**src/rtl/nes_joypad_port_if.sv**
```systemverilog
// CPU-side bus signals for the $4016/$4017 standard-controller port.
// The CPU/decoder side is the master; the joypad responder is the slave.
interface nes_joypad_port_if;
  logic [7:0] data_in;
  logic       addr4016w;
  logic       naddr4016r;
  logic       naddr4017r;
  logic [7:0] data_out;
  logic       data_oe;

  modport master (
    output data_in,
    output addr4016w,
    output naddr4016r,
    output naddr4017r,
    input  data_out,
    input  data_oe
  );

  modport slave (
    input  data_in,
    input  addr4016w,
    input  naddr4016r,
    input  naddr4017r,
    output data_out,
    output data_oe
  );
endinterface

```
**src/rtl/nes_joypad_port.sv**
```systemverilog
// Standard-controller responder at $4016/$4017: latch strobe, two button
// shift registers, and one button bit per CPU read on data bit 0.
module nes_joypad_port #(
  parameter logic [6:0] OPEN_BUS_HI = 7'b0100000,
  parameter int         SYNC_STAGES = 2
) (
  input  logic                     clock,
  input  logic                     nreset,
  nes_joypad_port_if.slave         bus,
  input  logic [7:0]               pad1_buttons,
  input  logic [7:0]               pad2_buttons,
  output logic                     strobe_q
);

  logic [7:0] pad1_sync [SYNC_STAGES];
  logic [7:0] pad2_sync [SYNC_STAGES];
  logic [7:0] sync1;
  logic [7:0] sync2;
  logic [7:0] sr1;
  logic [7:0] sr2;
  logic       rd1_prev;
  logic       rd2_prev;
  logic       rd1_end;
  logic       rd2_end;
  logic       unused_data;

  // Only bit 0 of the write data matters for the latch register.
  assign unused_data = ^bus.data_in[7:1];

  always_ff @(posedge clock) begin
    if (!nreset) begin
      for (int i = 0; i < SYNC_STAGES; i++) begin
        pad1_sync[i] <= '0;
        pad2_sync[i] <= '0;
      end
    end else begin
      pad1_sync[0] <= pad1_buttons;
      pad2_sync[0] <= pad2_buttons;
      for (int i = 1; i < SYNC_STAGES; i++) begin
        pad1_sync[i] <= pad1_sync[i-1];
        pad2_sync[i] <= pad2_sync[i-1];
      end
    end
  end

  assign sync1 = pad1_sync[SYNC_STAGES-1];
  assign sync2 = pad2_sync[SYNC_STAGES-1];

  // A read counts when its strobe returns high, so long reads shift once.
  assign rd1_end = ~rd1_prev & bus.naddr4016r;
  assign rd2_end = ~rd2_prev & bus.naddr4017r;

  always_ff @(posedge clock) begin
    if (!nreset) begin
      rd1_prev <= 1'b1;
      rd2_prev <= 1'b1;
    end else begin
      rd1_prev <= bus.naddr4016r;
      rd2_prev <= bus.naddr4017r;
    end
  end

  always_ff @(posedge clock) begin
    if (!nreset) begin
      strobe_q <= 1'b0;
    end else if (bus.addr4016w) begin
      strobe_q <= bus.data_in[0];
    end
  end

  // Reload looks at strobe_q before this edge's write; it wins over a shift.
  always_ff @(posedge clock) begin
    if (!nreset) begin
      sr1 <= 8'hFF;
      sr2 <= 8'hFF;
    end else if (strobe_q) begin
      sr1 <= sync1;
      sr2 <= sync2;
    end else begin
      if (rd1_end) sr1 <= {1'b1, sr1[7:1]};
      if (rd2_end) sr2 <= {1'b1, sr2[7:1]};
    end
  end

  always_comb begin
    bus.data_out = 8'h00;
    if (!bus.naddr4016r)      bus.data_out = {OPEN_BUS_HI, sr1[0]};
    else if (!bus.naddr4017r) bus.data_out = {OPEN_BUS_HI, sr2[0]};
  end

  assign bus.data_oe = ~bus.naddr4016r | ~bus.naddr4017r;

endmodule

```
**src/flat_wrapper.sv**
```systemverilog
// flat-port wrapper written by rule: the top's interface ports become plain ports
module nes_joypad_port_flat 
#(
  parameter logic [6:0] OPEN_BUS_HI = 7'b0100000,
  parameter int         SYNC_STAGES = 2
)
  (clock, nreset, pad1_buttons, pad2_buttons, strobe_q, bus_data_in, bus_addr4016w, bus_naddr4016r, bus_naddr4017r, bus_data_out, bus_data_oe);
  nes_joypad_port_if bus_i ();
  input  logic clock;
  input  logic nreset;
  input  logic [7:0] pad1_buttons;
  input  logic [7:0] pad2_buttons;
  output logic strobe_q;
  input wire logic [$bits(bus_i.data_in)-1:0] bus_data_in;
  input wire logic [$bits(bus_i.addr4016w)-1:0] bus_addr4016w;
  input wire logic [$bits(bus_i.naddr4016r)-1:0] bus_naddr4016r;
  input wire logic [$bits(bus_i.naddr4017r)-1:0] bus_naddr4017r;
  output wire logic [$bits(bus_i.data_out)-1:0] bus_data_out;
  output wire logic [$bits(bus_i.data_oe)-1:0] bus_data_oe;
  assign bus_i.data_in = bus_data_in;
  assign bus_i.addr4016w = bus_addr4016w;
  assign bus_i.naddr4016r = bus_naddr4016r;
  assign bus_i.naddr4017r = bus_naddr4017r;
  assign bus_data_out = bus_i.data_out;
  assign bus_data_oe = bus_i.data_oe;
  nes_joypad_port #(.OPEN_BUS_HI(OPEN_BUS_HI), .SYNC_STAGES(SYNC_STAGES)) u_core (.clock(clock), .nreset(nreset), .bus(bus_i), .pad1_buttons(pad1_buttons), .pad2_buttons(pad2_buttons), .strobe_q(strobe_q));
endmodule
```
**config.mk**
```make
export PLATFORM = sky130hd
export DESIGN_NAME = nes_joypad_port_flat
export DESIGN_NICKNAME = d
export VERILOG_FILES = /design/src/rtl/nes_joypad_port_if.sv /design/src/rtl/nes_joypad_port.sv /design/src/flat_wrapper.sv
export SDC_FILE = /design/constraint.sdc
export NUM_CORES = 1
export LEC_CHECK = 0
export CAP_MARGIN = 30
export CORE_UTILIZATION = 30
export DETAILED_ROUTE_END_ITERATION = 8
export PLACE_DENSITY = 0.59
export REMOVE_ABC_BUFFERS = 1
export SLEW_MARGIN = 20
export SYNTH_ARGS = -nofsm -noshare
export SYNTH_HDL_FRONTEND = slang
export SYNTH_SLANG_ARGS = --single-unit
```
**constraint.sdc**
```tcl
create_clock -name clock -period 1.2 [get_ports clock]
set_clock_uncertainty 0.05 [all_clocks]
set_input_delay 0.24 -clock clock [delete_from_list [all_inputs] [get_ports clock]]
set_output_delay 0.24 -clock clock [all_outputs]
set_load 0.005 [all_outputs]
```
======== Word level (Yosys, flattened, before mapping) ========
Memories as Yosys holds them, arrays and structs flattened.
Cells that the tools add are included.
word-level totals
  output and inout bits ................... 10
  register bits ........................... 19
  memories ................................ 2
  word-level logic and storage cells ...... 32
  input bits .............................. 29
  bits in writable memories ............... 32
operators by class
  bitwise operators ....................... 11
  reductions and logical operators ........ 2
  multiplexer cells ....................... 12
memories
  name              words  width  read ports  clocked after memory_dff  wr ports  RTL line               source
  u_core.pad1_sync  2      8      2           0                         2         nes_joypad_port.sv:15  logic [7:0] pad1_sync [SYNC_STAGES];
  u_core.pad2_sync  2      8      2           0                         2         nes_joypad_port.sv:16  logic [7:0] pad2_sync [SYNC_STAGES];
operator list
  cell                number
  $mux W8             9
  $mux W7             1
  $or A1 B1 Y1        5
  $not A1 Y1          4
  $reduce_bool A2 Y1  2
  $and A1 B1 Y1       2
  $mux W1             2

======== Logic depth before layout (Yosys ltp) ========
Gate-level depths: netlist of run 1.
  word-level depth ........................ 4
  gate-level depth with buffers ........... 4

======== Worst setup path before layout of run 1 ========
No wires, ideal clock.
  path kind ............................... reg-to-reg
  start point ............................. reg u_core.strobe_q
  end point ............................... reg u_core.sr2[2]
  cell stages (with the launch flop) ...... 5
  path slack .............................. 0.140 ns
  arrival time ............................ 0.866 ns
  period minus slack after synthesis ...... 1.060 ns
  path buffers ............................ 2
  path through ............................ dfxtp_1 > buf_2 > buf_2 > nand3b_1 > o2111ai_1
on the way
  longest elaborated chain between the ends .. 1
  elaborated cells on any way between the ends .. 2
  classes of those cells .................. mux: 1; reduce/logical: 1
RTL lines
  what                                                  RTL line               source
  start: declaration                                    nes_joypad_port.sv:12  output logic strobe_q
  start signal: assignment                              nes_joypad_port.sv:67  strobe_q <= bus.data_in[0];
  $mux W8 / $reduce_bool A2 Y1 (equally long branches)  -
  end signal: assignment                                nes_joypad_port.sv:78  sr2 <= sync2;
  end signal: assignment                                nes_joypad_port.sv:81  if (rd2_end) sr2 <= {1'b1, sr2[7:1]};
  end: declaration                                      nes_joypad_port.sv:20  logic [7:0] sr2;
Several ways; a longest one is shown, not always the timed one.
A chain may end at the register's enable or synchronous reset.

======== Final worst setup path of run 1 ========
  start point ............................. reg u_core.sr2[0]
  end point ............................... out bus_data_out[0]
on the way
  longest elaborated chain between the ends .. 2
RTL lines
  what              RTL line               source
  $mux W7           nes_joypad_port.sv:88  else if (!bus.naddr4017r) bus.data_out = {OPEN_BUS_HI, sr2[0]};
  $mux W8           nes_joypad_port.sv:87  if (!bus.naddr4016r) bus.data_out = {OPEN_BUS_HI, sr1[0]};
  end: declaration  flat_wrapper.sv:18     output wire logic [$bits(bus_i.data_out)-1:0] bus_data_out;
No other way between the ends.

==> impl_metrics.yaml, run 1 <==
global_route:
  grt_pass1_vias: 1034
  overflow: 0
  grt_util_all_layers_pct: 9.34
  grt_pass1_wl_um: 4520
  grt_max_degree: 40
  antenna_found_initial: 0
clock_network:
  cts_sinks: 51
  path_clk_slew_ns: 0.08
  htree_levels: 2
  cts_tree: "built"
  root_buffer: "clkbuf_8"
  clk_latency_ns: 0.29
  cts_made_buffers: 5
  cts_max_path_buffers: 2
worst_hold_path:
  hold_path_depth: 3
  min_path_type: "in2reg"
  holdPathEnd: "u_core.rd2_prev"
  hold_path_startpoint: "bus_naddr4017r"
setup_path:
  critPathLaunchType: "flip-flop"
  required_ns: 0.91
  r2r_cells: 3
  path_max_fanout: 2
  critPathLaunch: "u_core.sr2[0]"
  r2r_start: "u_core.strobe_q"
  rrSetupSlack_ns: 0.11
  path_class: "reg2out"
  crit_arrival_ns: 0.89
  end_kind: "primary output"
  r2r_end: "u_core.sr1[0]"
power_and_ir_drop:
  vdd_drop_max_mv: 0.409
  powerDensity_nw_per_um2: 1380
  leakage_nw: 0.857
die:
  die_w_um: 78.9
  fp.dieArea_um2: 6230
  rows: 27
  io_pins: 39
  dieHeight_um: 78.9
  start_util_pct: 31.6
  coreArea_um2: 5610
synth:
  async_flop_share_pct: 0
  yosysUniqueCellTypes: 21
  synth.cell_area_um2: 1770
  synth_cells: 170
  ys_ff_latch: 51
  yosysWarningCount: 0
  synth_top_area_cell: "dfxtp_1"
  syn-mean-instance-area_um2: 10.4
  ys.flop_type: "dfxtp_1"
  synth_top_area_share_pct: 57.5
  synth_edf_count: 0
  synth_commonest_cells: "51 x dfxtp_1, 32 x and2_1, 15 x nand2_1"
  synth_area_leaders: "dfxtp_1 58%, and2_1 11%, o2111ai_1 6.9%"
  synth-seq-area-share_pct: 57.5
  synth.most_common_cell: "dfxtp_1"
run:
  cap_violations: 0
run_status:
  status: "complete, no violations"
route:
  post_drt_wl_per_cell_um: 9.29
  vias: 1102
  dr.pass1.iters: 2
  drt_iter0_markers: 70
  ant_nets: 0
  drt_wl_total_um: 2470
  viasPerCell: 4.14
  drc_errors: 0
place:
  portBuffers: 25
  dp_hpwl_um: 1620
  gp_congestion: 0.642
timing:
  fin_hold_ws_ns: 0.333
  setup_viol: 0
  setup_tns_ns: 0
  fmax_ghz: 0.844
  rsz0062_at_grt: "true"
  fin_crit_sh_pct: 98.7
  hold_viol: 0
  drv_slew: 0
  min_period_ns: 1.18
layout:
  area_delta_synth_final_pct: 22.1
  drive_gt1_share_pct: 9.28
  diodes: 0
  fin_nets: 224
  fin_util_pct: 38.6
## critical path, cell delays in order, from the launching register on
cell and delay, ns:
dfxtp_2 0.34, nand3b_1 0.08, o21ai_1 0.07, buf_2 0.12
## metrics by stage
| stage | total power, mW | setup WS [ns] | cell area, µm² | std cells |
|---|---|---|---|---|
| final | 2.98 | 0.0156 | 2170 | 266 |
| after global routing | 3.15 | -0.0356 | 2170 | 266 |
| after CTS | 3.04 | 0.00388 | 2180 | 266 |
| after detailed placement | 2.18 | -0.534 | 2110 | 260 |
| after global placement | 2.17 | -0.501 | 2110 | 260 |
| after floorplan | 2.01 | -0.142 | 1690 | 157 |
## where the power goes
| part | switching (mW) | total, mW | internal [mW] |
|---|---|---|---|
| sequential | 0.0289 | 1.82 | 1.79 |
| combinational | 0.122 | 0.302 | 0.180 |
| clock | 0.470 | 0.859 | 0.389 |
| total | 0.621 | 2.98 | 2.36 |
## routing by layer
metal  global-route usage [%]  share of wire, %  vias to the layer above
met3                     2.99               5.9                        6
li1                         -                 -                      603
met2                     14.3                40                       29
met1                     11.5                51                      464
met4                     5.45               2.8                        0
met5                        0                 0                        -
## sequential cells by signal (all words and copies together) (netlist names)
register          flops
u_core.pad2_sync     16
u_core.strobe_q       1
u_core.sr1            8
u_core.pad1_sync     16
u_core.rd2_prev       1
u_core.sr2            8
u_core.rd1_prev       1
## cells in the final DEF, fill, tap and decap left out, types with 3 or more instances in the layout
cell	count
clkdlybuf4s50_1	19
clkbuf_2	3
nor2b_1	3
and2_1	32
conb_1	6
o2111ai_1	14
nand2_1	15
clkbuf_8	5
buf_12	3
nand3b_1	12
nand2b_1	13
o21ai_1	3
dfxtp_1	49
## cells by family after synthesis
group           count (synthesis)  synth area share [%]
mux                             1                 0.564
buf+inv                        19                  6.21
other cells                     1                 0.211
simple gates                   81                  27.7
compound gates                 17                  7.76
flops                          51                  57.5
## worst max-delay path by stage
stage / end / slack, ns / depth (start not counted)
2_1_floorplan: u_core.sr2[5] / -0.14 / 3
3_3_place_gp: bus_data_out[0] / -0.50 / 4
5_1_grt: bus_data_out[0] / -0.04 / 3
6_report: bus_data_out[0] / 0.02 / 3
3_5_place_dp: bus_data_out[0] / -0.53 / 4
4_1_cts: bus_data_out[0] / 0.004 / 3
## cell type report
| type | count | area (µm²) |
|---|---|---|
| inverters | 1 | 3.75 |
| flip-flops and latches | 51 | 1020 |
| repair buffers | 31 | 314 |
| clock buffers | 6 | 72.6 |
| well taps | 72 | 90.1 |
| fillers | 584 | 3440 |
| multi-input cells | 105 | 662 |
## repair_timing
action | in CTS | in global routing
hold buffers | 0 | 0
pin swaps | 0 | 0
resized for setup | 14 | 5
setup endpoints to repair | 8 | 4
buffers inserted | 0 | 0
Note: power is estimated with default switching activity, not from simulation.
==> run 2, diff against run 1 <==
ABC_AREA = 1   (was unset)
==> impl_metrics.yaml, run 2 <==
synth:
  synth.most_common_cell: "nand2_1"
  synth_edf_count: 0
  synth_cells: 245
  synth_area_leaders: "dfxtp_1 55%, nand2_1 13%, inv_1 10%"
  ys.flop_type: "dfxtp_1"
  synth_top_area_cell: "dfxtp_1"
  ys_ff_latch: 51
  synth_commonest_cells: "66 x nand2_1, 51 x dfxtp_1, 51 x inv_1"
  yosysUniqueCellTypes: 15
  yosysWarningCount: 0
  synth.cell_area_um2: 1870
  synth_top_area_share_pct: 54.7
  async_flop_share_pct: 0
  synth-seq-area-share_pct: 54.7
  syn-mean-instance-area_um2: 7.62
timing:
  drv_slew: 0
  rsz0062_at_grt: "true"
  setup_viol: 0
  fin_crit_sh_pct: 96.4
  min_period_ns: 1.16
  hold_viol: 0
  fmax_ghz: 0.864
  fin_hold_ws_ns: 0.358
global_route:
  overflow: 0
  grt_max_degree: 22
  grt_pass1_vias: 1123
  grt_pass1_wl_um: 4960
  grt_util_all_layers_pct: 10.1
  antenna_found_initial: 0
layout:
  design_area_um2: 2330
  final_common_cell: "nand2_1"
  area_delta_synth_final_pct: 24.5
  regArea_um2: 1030
  layout.cells.non_filler: 352
  n_fill_cell: 660
  diodes: 0
  drive_gt1_share_pct: 10.8
  final_cell_mix: "65 x nand2_1, 51 x inv_1, 48 x dfxtp_1"
  largest_registers: "u_core.pad1_sync: 16 flops, u_core.pad2_sync: 16 flops"
  fin_util_pct: 39.1
  multiInputGateArea_um2: 553
  fin_nets: 305
setup_path:
  required_ns: 0.91
  path_max_fanout: 2
  critPathLaunchType: "flip-flop"
  end_kind: "primary output"
  path_class: "reg2out"
  crit_arrival_ns: 0.87
run:
  cap_violations: 0
worst_hold_path:
  min_path_type: "reg2reg"
power_and_ir_drop:
  p_clk_share_pct: 32.3
  switching_share_pct: 23.1
  vdd_drop_max_mv: 0.489
  powerDensity_nw_per_um2: 1400
  p_switching_uw: 753
  intPower_mw: 2.51
  seq_power_share_pct: 56.2
  leakage_nw: 1.32
  combinationalPowerShare_pct: 11.5
route:
  ant_nets: 0
  post_drt_wl_per_cell_um: 8.25
  drc_errors: 0
  drt_wl_total_um: 2900
  viasPerCell: 3.90
  vias: 1373
  dr.pass1.iters: 4
  drt_iter0_markers: 101
die:
  io_pins: 39
  dieHeight_um: 80.9
  die_w_um: 80.9
  fp.dieArea_um2: 6550
  rows: 28
  coreArea_um2: 5960
  start_util_pct: 31.4
place:
  portBuffers: 25
  placedCellCount: 344
  gp_congestion: 0.685
  placedInstanceArea_um2: 2220
  dp_hpwl_um: 1960
run_status:
  status: "complete, no violations"
clock_network:
  cts_sinks: 51
  htree_levels: 2
  path_clk_slew_ns: 0.09
  root_buffer: "clkbuf_8"
  hold_buffers: 0
  clk_latency_ns: 0.30
  cts_made_buffers: 5
  cts_tree: "built"
  cts_max_path_buffers: 2
run 2: changes by cell type after synthesis, sizes merged, moves of 14 or more:
cell and change:
a21oi +15, and2 -32, inv +52, nand2 +51
nand3 +22, nor2 +18, o2111ai -14
run 2: layout make-up:
cell class                 instances  share of cell area, %
clock inverter                     1                  0.323
clock buffer                       7                   4.14
tap                               75                   4.03
sequential                        51                   44.2
inverter                          53                   8.55
timing repair buffer              35                   15.0
multi-input combinational        130                   23.8
run 2: worst paths after layout:
kind / startpoint / cells past startpoint / slack, ns / end
worst max register to register: u_core.strobe_q / 4 / 0.11 / u_core.sr2[0]
worst min register to register: u_core.pad1_sync[0][4] / 2 / 0.36 / u_core.pad1_sync[0][12]
worst max-delay path: u_core.sr2[0] / 3 / 0.04 / bus_data_out[0]
worst min-delay path: u_core.pad1_sync[0][4] / 2 / 0.36 / u_core.pad1_sync[0][12]
run 2: cells by family after synthesis:
kind of cell    Yosys count  share of synthesized area [%]
buf+inv                  69                           17.1
compound gates           16                           4.29
flops                    51                           54.7
other cells               1                          0.201
simple gates            108                           23.7
run 2: layer usage:
layer | GRT usage (%) | vias up | wire, µm | share of wire [%]
met5 | 0 | - | 0 | 0
met4 | 4.82 | 0 | 62 | 2.1
met3 | 3.48 | 6 | 146 | 5.0
met2 | 15.0 | 32 | 1210 | 42
met1 | 13.0 | 575 | 1480 | 51
li1 | - | 760 | - | -
run 2: worst max-delay path: stages (launching register included):
cell and delay [ns]:
dfxtp_2 0.34, nand3_2 0.05, nand2_1 0.07, buf_2 0.10
run 2: through the flow:
| step | setup slack (ns) | TNS [ns] | power, mW |
|---|---|---|---|
| 6_report | 0.0426 | 0 | 3.26 |
| 5_1_grt | -0.0150 | -0.0150 | 3.47 |
| 4_1_cts | -0.0881 | -0.0881 | 3.31 |
| 3_5_place_dp | -0.524 | -7.40 | 2.26 |
| 3_3_place_gp | -0.476 | -6.75 | 2.26 |
| 2_1_floorplan | -0.321 | -1.55 | 2.06 |
run 2: power by group through the flow:
stage,Combinational (mW),Sequential (mW),Clock (mW)
after floorplan,0.189,1.88,0
after global placement,0.384,1.87,0
after detailed placement,0.388,1.87,0
after CTS,0.384,1.83,1.10
after global routing,0.435,1.85,1.19
final,0.377,1.83,1.05
run 2: repair_timing:
action | CTS | global route
endpoints found under the setup margin | 4 | 2
setup buffers | 0 | 0
resized for setup | 12 | 6
pin swaps | 0 | 2
==> run 3, diff against run 2 <==
CORE_UTILIZATION = 50   (was 30)
DONT_BUFFER_PORTS = 1   (was unset)
PLACE_DENSITY = 0.72   (was 0.59)
==> impl_metrics.yaml, run 3 (synthesis results as in run 2) <==
power_and_ir_drop:
  p_switching_uw: 734
  seq_power_share_pct: 58.7
  switching_share_pct: 23.5
  intPower_mw: 2.39
  p_clk_share_pct: 31.1
  powerDensity_nw_per_um2: 1470
  vdd_drop_max_mv: 0.863
  leakage_nw: 1.25
  combinationalPowerShare_pct: 10.3
worst_hold_path:
  hold_path_startpoint: "bus_naddr4017r"
  hold_path_depth: 2
  min_path_type: "in2reg"
clock_network:
  cts_setup_buffers: 0
  cts_sinks: 51
  cts_made_buffers: 5
  root_buffer: "clkbuf_8"
  cts_max_path_buffers: 2
  cts_tree: "built"
  htree_levels: 2
  path_clk_slew_ns: 0.09
  clk_latency_ns: 0.30
run_status:
  status: "complete, no violations"
layout:
  final_cell_mix: "66 x nand2_1, 51 x inv_1, 51 x dfxtp_1"
  diodes: 0
  design_area_um2: 2130
  area_delta_synth_final_pct: 13.9
  multiInputGateArea_um2: 546
  n_fill_cell: 323
  regArea_um2: 1020
  drive_gt1_share_pct: 6.11
  fin_util_pct: 61.3
  largest_registers: "u_core.pad1_sync: 16 flops, u_core.pad2_sync: 16 flops"
  fin_nets: 291
  layout.cells.non_filler: 308
  final_common_cell: "nand2_1"
route:
  post_drt_wl_per_cell_um: 9.81
  drc_errors: 0
  drt_iter0_markers: 89
  viasPerCell: 4.38
  ant_nets: 0
  drt_wl_total_um: 3020
  vias: 1350
  dr.pass1.iters: 4
setup_path:
  path_buf_inv: 1
  path_class: "reg2out"
  path_cells: "buf_6"
  r2r_cells: 4
  critical_path.max_stage_delay_ns: 0.39
  slowest_stage: "dfxtp_1"
  path_max_fanout: 12
  critPathLaunchType: "flip-flop"
  crit_arrival_ns: 0.86
  required_ns: 0.91
  crit_family: "flip-flops"
  end_kind: "primary output"
  critPathLaunch: "u_core.strobe_q"
  path_depth: 1
  r2r_start: "u_core.strobe_q"
global_route:
  overflow: 0
  grt_pass1_wl_um: 5500
  grt_max_degree: 35
  grt_util_all_layers_pct: 17.9
  grt_pass1_vias: 1316
  antenna_found_initial: 0
timing:
  drv_slew: 0
  setup_viol: 0
  fin_crit_sh_pct: 95.8
  fmax_ghz: 0.869
  setup_tns_ns: 0
  hold_viol: 0
  min_period_ns: 1.15
  rsz0062_at_grt: "false"
place:
  gp_congestion: 0.744
  placedCellCount: 283
  portBuffers: 0
  dp_hpwl_um: 1670
  placedInstanceArea_um2: 1850
die:
  dieHeight_um: 63.1
  coreArea_um2: 3470
  start_util_pct: 53.9
  rows: 21
  io_pins: 39
  fp.dieArea_um2: 3980
  die_w_um: 63.1
run:
  cap_violations: 0
[run 3: path summary, 6_finish.rpt]
kind	end	slack (ns)
setup / recovery	strobe_q	0.05
hold / removal	u_core.rd2_prev	0.007
setup reg to reg	u_core.sr1[5]	0.15
hold reg to reg	u_core.pad2_sync[0][12]	0.36
[run 3: area by class of cell]
class / count / share of cell area [%]
clock buffer: 6 / 3.88
timing repair buffer: 21 / 10.2
multi-input combinational: 130 / 25.6
inverter: 53 / 9.35
clock inverter: 1 / 0.235
sequential: 51 / 48.0
tap: 46 / 2.71
[run 3: what timing repair did]
action | CTS | global route
hold buffers | 18 | 0
endpoints found under the hold margin | 35 | 0
endpoints found under the setup margin | 0 | 1
gates resized for setup | 0 | 1
[run 3: stage by stage]
step / hold slack, ns / power [mW] / setup slack [ns]
2_1_floorplan: 0.259 / 2.06 / -0.321
3_3_place_gp: 0.263 / 2.11 / 0.223
3_5_place_dp: 0.267 / 2.12 / 0.208
4_1_cts: 0.00161 / 3.15 / 0.0306
5_1_grt: 0.00943 / 3.29 / 0.0131
6_report: 0.00726 / 3.12 / 0.0498
[run 3: power groups by stage]
stage | Sequential, mW | Combinational, mW | Clock [mW]
after global placement | 1.87 | 0.242 | 0
after global routing | 1.84 | 0.376 | 1.07
after CTS | 1.83 | 0.319 | 0.996
after floorplan | 1.88 | 0.189 | 0
final | 1.83 | 0.321 | 0.971
after detailed placement | 1.87 | 0.250 | 0
[run 3: layer usage]
metal	wire length, µm	vias to the layer above	GRT usage, %
li1	-	730	-
met1	1440	587	20.2
met2	1400	25	30.4
met3	106	8	4.53
met4	77	0	10.5
met5	0	-	0
[run 3: worst reg2reg max path, stage by stage (launching register included)]
cell	delay, ns
dfxtp_1	0.39
buf_4	0.26
nor2_1	0.10
nand2_1	0.07
nand3_1	0.08
